## src/rtl/grid_state_writer.sv

```systemverilog
// grid_state_writer: writer side of the 32-bit display_state bus.
//   It debounces the step and fire buttons, moves a 4x4 cursor, resolves shots
//   against target_map and records them in a shadow grid. The shadow is copied
//   to display_state only on frame_start, so the picture never changes mid-frame.
//
//   Optional feature macro: GRID_CURSOR_OVERLAY_EN
//     defined   : the cursor cell reads 11 at commit, and cursor moves set pending
//     undefined : display_state is exactly the shadow grid
//
//   Ports
//     clk, rst_n            clock, async active-low reset
//     btn_step, btn_fire    raw (bouncy, asynchronous) buttons
//     sw_axis, sw_dir_n     step axis (0 row / 1 col), direction (0 +1 / 1 -1)
//     clear                 sync level; wipes grid, counters, cursor
//     target_map[15:0]      ship present per cell, index = row*4+col
//     frame_start           commit strobe (1 clk at vsync start)
//     display_state[31:0]   committed grid, cell i = bits [2i+1:2i]
//     cursor_row/col        current cursor
//     updated               1-clk pulse, visible with the new display_state
//     fire_err              1-clk pulse, shot at an already-resolved cell
//     hit_count[4:0]        resolved hits, saturating at 31
//     game_over             sticky, hit_count >= SHIP_CELLS

// Per-button input path: 2-FF sync, stability counter, rising-edge event.
// evt is high in the cycle after the accepted level rises, so logic that
// consumes it acts DB_CYCLES+3 clocks after the raw input settled.
module grid_btn_debounce #(
  parameter int DB_CYCLES = 1_000_000
) (
  input  logic clk,
  input  logic rst_n,
  input  logic btn_raw,
  output logic evt
);
  localparam int CNT_W = (DB_CYCLES < 2) ? 1 : $clog2(DB_CYCLES);

  logic [1:0]       sync_q, sync_d;
  logic [CNT_W-1:0] cnt_q, cnt_d;
  logic             lvl_q, lvl_d;
  logic             lvl_dly_q;

  always_comb begin
    sync_d = {sync_q[0], btn_raw};
    lvl_d  = lvl_q;
    cnt_d  = '0;
    // any sample equal to the accepted level restarts the run of new-level samples
    if (sync_q[1] != lvl_q) begin
      if (cnt_q == CNT_W'(DB_CYCLES - 1)) lvl_d = sync_q[1];
      else                                cnt_d = cnt_q + 1'b1;
    end
  end

  always_ff @(posedge clk or negedge rst_n) begin
    if (!rst_n) begin
      sync_q    <= '0;
      cnt_q     <= '0;
      lvl_q     <= 1'b0;
      lvl_dly_q <= 1'b0;
    end else begin
      sync_q    <= sync_d;
      cnt_q     <= cnt_d;
      lvl_q     <= lvl_d;
      lvl_dly_q <= lvl_q;
    end
  end

  assign evt = lvl_q & ~lvl_dly_q;
endmodule

module grid_state_writer #(
  parameter int DB_CYCLES  = 1_000_000,
  parameter int SHIP_CELLS = 5
) (
  input  logic        clk,
  input  logic        rst_n,
  input  logic        btn_step,
  input  logic        btn_fire,
  input  logic        sw_axis,
  input  logic        sw_dir_n,
  input  logic        clear,
  input  logic [15:0] target_map,
  input  logic        frame_start,
  output logic [31:0] display_state,
  output logic [1:0]  cursor_row,
  output logic [1:0]  cursor_col,
  output logic        updated,
  output logic        fire_err,
  output logic [4:0]  hit_count,
  output logic        game_over
);
  localparam logic [1:0] C_UNK = 2'b00, C_MISS = 2'b01, C_HIT = 2'b10;

  typedef enum logic [1:0] {S_IDLE, S_CHECK, S_WRITE} state_e;

  // button 0 = step, button 1 = fire
  logic [1:0] btn_raw, btn_evt;
  assign btn_raw = {btn_fire, btn_step};

  for (genvar g = 0; g < 2; g++) begin : g_db
    grid_btn_debounce #(.DB_CYCLES(DB_CYCLES)) u_db (
      .clk    (clk),
      .rst_n  (rst_n),
      .btn_raw(btn_raw[g]),
      .evt    (btn_evt[g])
    );
  end

  state_e          state_q, state_d;
  logic [15:0][1:0] shadow_q, shadow_d;
  logic [15:0][1:0] disp_q, disp_d, disp_next;
  logic [1:0]      row_q, row_d, col_q, col_d;
  logic            pending_q, pending_d;
  logic            tgt_q, tgt_d;
  logic            updated_q, updated_d;
  logic            fire_err_q, fire_err_d;
  logic [4:0]      hit_q, hit_d;
  logic            go_q, go_d;
  logic [3:0]      cur_idx;

  assign cur_idx = {row_q, col_q};

  // image that a commit this cycle would publish
  always_comb begin
    disp_next = shadow_q;
`ifdef GRID_CURSOR_OVERLAY_EN
    disp_next[cur_idx] = 2'b11;
`endif
  end

  always_comb begin
    state_d    = state_q;
    shadow_d   = shadow_q;
    disp_d     = disp_q;
    row_d      = row_q;
    col_d      = col_q;
    pending_d  = pending_q;
    tgt_d      = tgt_q;
    updated_d  = 1'b0;
    fire_err_d = 1'b0;
    hit_d      = hit_q;

    // commit first so a WRITE in the same cycle re-arms pending for the next frame
    if (frame_start && pending_q) begin
      disp_d    = disp_next;
      pending_d = 1'b0;
      updated_d = 1'b1;
    end

    unique case (state_q)
      S_IDLE: begin
        if (btn_evt[0]) begin
          if (sw_axis) col_d = sw_dir_n ? col_q - 2'd1 : col_q + 2'd1;
          else         row_d = sw_dir_n ? row_q - 2'd1 : row_q + 2'd1;
`ifdef GRID_CURSOR_OVERLAY_EN
          pending_d = 1'b1;
`endif
        end
        if (btn_evt[1] && !go_q) state_d = S_CHECK;
      end
      S_CHECK: begin
        if (shadow_q[cur_idx] != C_UNK) begin
          fire_err_d = 1'b1;
          state_d    = S_IDLE;
        end else begin
          tgt_d   = target_map[cur_idx];
          state_d = S_WRITE;
        end
      end
      S_WRITE: begin
        shadow_d[cur_idx] = tgt_q ? C_HIT : C_MISS;
        if (tgt_q && hit_q != 5'd31) hit_d = hit_q + 5'd1;
        pending_d = 1'b1;
        state_d   = S_IDLE;
      end
      default: state_d = S_IDLE;
    endcase

    go_d = go_q | (int'(hit_d) >= SHIP_CELLS);

    // clear overrides everything, including a commit in the same cycle
    if (clear) begin
      state_d    = S_IDLE;
      shadow_d   = '0;
      disp_d     = disp_q;
      row_d      = 2'd0;
      col_d      = 2'd0;
      pending_d  = 1'b1;
      updated_d  = 1'b0;
      fire_err_d = 1'b0;
      hit_d      = 5'd0;
      go_d       = 1'b0;
    end
  end

  always_ff @(posedge clk or negedge rst_n) begin
    if (!rst_n) begin
      state_q    <= S_IDLE;
      shadow_q   <= '0;
      disp_q     <= '0;
      row_q      <= 2'd0;
      col_q      <= 2'd0;
      pending_q  <= 1'b0;
      tgt_q      <= 1'b0;
      updated_q  <= 1'b0;
      fire_err_q <= 1'b0;
      hit_q      <= 5'd0;
      go_q       <= 1'b0;
    end else begin
      state_q    <= state_d;
      shadow_q   <= shadow_d;
      disp_q     <= disp_d;
      row_q      <= row_d;
      col_q      <= col_d;
      pending_q  <= pending_d;
      tgt_q      <= tgt_d;
      updated_q  <= updated_d;
      fire_err_q <= fire_err_d;
      hit_q      <= hit_d;
      go_q       <= go_d;
    end
  end

  assign display_state = disp_q;
  assign cursor_row    = row_q;
  assign cursor_col    = col_q;
  assign updated       = updated_q;
  assign fire_err      = fire_err_q;
  assign hit_count     = hit_q;
  assign game_over     = go_q;
endmodule
```

## config.mk

```make
export PLATFORM = sky130hd
export DESIGN_NAME = grid_state_writer
export DESIGN_NICKNAME = d
export VERILOG_FILES = /design/src/rtl/grid_state_writer.sv
export SDC_FILE = /design/constraint.sdc
export NUM_CORES = 1
export LEC_CHECK = 0
export ABC_CLOCK_PERIOD_IN_PS = 2200
export BUFFER_PORTS_ARGS = -buffer_cell sky130_fd_sc_hd__buf_2
export CAP_MARGIN = 20
export CORE_ASPECT_RATIO = 1.5
export CORE_MARGIN = 2
export CORE_UTILIZATION = 51
export DETAILED_ROUTE_END_ITERATION = 8
export PLACE_DENSITY = 0.72
export SLEW_MARGIN = 20
export SYNTH_ARGS = -nofsm -noshare
export SYNTH_HDL_FRONTEND = slang
export SYNTH_SLANG_ARGS = --single-unit
```

## constraint.sdc

```tcl
create_clock -name clk -period 2.2 [get_ports clk]
set_input_delay 0.22 -clock clk [delete_from_list [all_inputs] [get_ports clk]]
set_output_delay 0.22 -clock clk [all_outputs]
set_load 0.02 [all_outputs]
```

==> reports/metrics.cfg <==
[worst_hold_path]
hold_path_startpoint = frame_start
hold_depth = 4
hold_class = in -> reg
min_to = pending_q

[critical_path]
timing.rr.start = hit_count[0]
worstPathCellList = ha_2, and3_1, ha_1, nor3b_4, buf_4, nor3_1, a211o_1, a41oi_1
r2r_slack_ns = 0.14
crit_family = simple AND/OR/NAND/NOR gates
r2r_end = game_over
critPathArrivalTime_ns = 2.39
cp.required_ns = 2.53
slowest_stage = dfrtp_1
cp_num_buf_inv = 1
ff2ff_path_depth = 8
cp_max_fo = 6
path_class = reg -> reg
critPathMaxStageDelay_ns = 0.43
startpoint_type = flop
crit_path_end_kind = flop
crit_path_start = hit_count[0]

[yosys]
yosysUniqueCellTypes = 49
avgSynthCellArea_um2 = 9.74
yosysWarnings = 0
synth_top_area_frac = 0.545
synth_edf_count = 0
synth_area_um2 = 5880
yosys-top-cells-area = dfrtp_1 (55%), nand2_1 (8.2%), nor2_1 (4.6%), xnor2_1 (4.0%), xor2_1 (3.0%)
syn_inst = 603
yosysTopAreaCell = dfrtp_1
synth-seq-cells = 128
ys.flop_type = dfrtp_1
synth_common_cells = dfrtp_1 (128), nand2_1 (128), nor2_1 (72), a21oi_1 (28), xnor2_1 (27)
async_flop_share = 1.00
synth_seq_area_share = 0.545
synth.net_count = 631

[routing]
wl_per_cell_um = 15.1
via_count = 4559
wl_um = 12600
drcViolationCount = 0
viasPerCell = 5.43
firstDrtPassIters = 4
ant_nets = 0
first_iter_violations = 291

[sta]
min_period_ns = 2.06
max-slew-margin-rel = 0.645
hold_ws_ns = 0.0995
worstMarginPinSlew_ns = 0.528
fmax_mhz = 485
setup_viol = 0
finClkSkew_ns = 0.0109
finalCritPeriodShare = 0.937
rsz0062_at_grt = false
report.final.slew_viol_count = 0
hold_viol = 0
tns_ns = 0

[final_layout]
synthToLayoutAreaGrowth_pct = 19.5
nNetsFinal = 706
final-instance-count-excl-fill = 840
insertedDiodeCount = 0
drive_gt1_frac = 0.186

[pwr]
leakage_nw = 3.39
intPower_mw = 4.10
p_total_mw = 5.20
power_frac_comb = 0.032
clkPwrFrac = 0.509
p_per_area_nw_per_um2 = 741
ir_worst_vdd_uv = 623
pwr-share-seq = 0.458
p_sw_mw = 1.11
switching_share = 0.212

[die]
dieArea_um2 = 12400
core_area_um2 = 11400
die_x_um = 91.6
initial_core_util = 0.518
io_pins = 68
rows = 48
fp.dieH_um = 135

[job]
drv_cap = 0

[global_route]
grt_max_degree = 63
grt.total_usage = 0.221
grt_pass1_vias = 4695
grt_overflow_total = 0
antenna_found_initial = 0
grt_pass1_wl_um = 21700

[cts]
cts-root-buf = clkbuf_16
clk_latency_ns = 0.42
cts_buffer_depth = 2
cts_made_buffers = 17
htree_levels = 4
cts_tree = yes
clock_sinks = 128
clk_pin_slew_ns = 0.06

[placed_design]
routabilityCongestion = 0.895
port_buffers = 67
dp.cells = 805
dpl.hpwl_um = 8810

[outcome]
status = complete, no violations

## worst register-to-register path, cell delays in order, from the launching register on
cell and delay [ns]:
dfrtp_1 0.43, ha_2 0.23, and3_1 0.19, ha_1 0.21
nor3b_4 0.24, buf_4 0.17, nor3_1 0.05, a211o_1 0.26
a41oi_1 0.20
## worst max path at each step
stage	end	slack [ns]	depth (start not counted)
after global routing	game_over	0.04	8
after global placement	game_over	0.18	7
final	game_over	0.14	8
after CTS	game_over	0.03	7
after floorplan	game_over	0.04	7
after detailed placement	game_over	0.04	7
## flip-flops by register name, summed over array words and instances (netlist names), 2 cells and up
signal and count:
hit_count 5, g_db.u_db.lvl_q 2, state_q 2, g_db.u_db.sync_q 4
g_db.u_db.cnt_q 40, cursor_col 2, display_state 32, disp_next 32
cursor_row 2, g_db.u_db.lvl_dly_q 2
## placed cells by master (no fill, tap or decap), types with 3 or more instances in the layout
cell,n
a21oi_1,28
ha_1,3
nor4b_1,4
and2_1,4
buf_2,66
nor3b_1,12
nor4_1,9
nor2b_1,5
nand4_1,8
clkbuf_16,17
dfrtp_1,128
dlygate4sd3_1,3
inv_1,12
mux2_2,3
a311oi_1,7
clkinv_2,7
buf_4,19
nand2b_1,3
nand3_1,26
mux4_1,3
and3_1,6
o21ai_0,10
xnor2_1,27
or3_1,5
nor2_1,72
nand2_1,128
mux2i_1,8
xor2_1,20
nor3_1,10
## layer usage
metal  share of wire  global-route usage  up-vias
met5               0                   0        -
met4           0.018              0.0884        0
met1            0.40               0.258     2220
met2            0.54               0.387      136
li1                -                   -     2184
met3           0.045              0.0579       19
## power groups by stage
stage	clock, mW	sequential (mW)	combinational [mW]
floorplan	0	2.43	0.0718
global placement	0	2.42	0.163
detailed placement	0	2.43	0.168
CTS	2.69	2.38	0.172
global route	2.82	2.39	0.193
finish	2.65	2.38	0.168
## metrics by stage
stage | util | setup WS, ns | cell area (um2)
6_report | 0.619 | 0.138 | 7020
3_5_place_dp | 0.565 | 0.0401 | 6410
3_3_place_gp | 0.565 | 0.182 | 6410
4_1_cts | 0.617 | 0.0327 | 7010
2_1_floorplan | - | 0.0443 | 5880
5_1_grt | 0.619 | 0.0355 | 7020
## timing repair
action | CTS | global route
endpoints found under the hold margin | 17 | 0
endpoints found under the setup margin | 0 | 3
hold buffers | 3 | 0
gates resized for setup | 0 | 2
buffers inserted | 0 | 1
## kinds of logic after synthesis
logic type               share of synthesized area
multiplexers                                0.0405
AND/OR/NAND/NOR                              0.241
buffers and inverters                       0.0341
flip-flops                                   0.545
adder cells (fa/ha/maj)                    0.00852
XOR/XNOR                                    0.0701
AO/OA/AOI/OAI                               0.0603
## cell type report
type | count | area (um2)
Multi-Input combinational cell | 429 | 2480
Fill cell | 969 | 4330
Tap cell | 150 | 188
Clock inverter | 12 | 119
Inverter | 12 | 45.0
Timing Repair Buffer | 90 | 543
Clock buffer | 19 | 443
Sequential cell | 128 | 3200
Note: power is estimated with default switching activity, not from simulation.
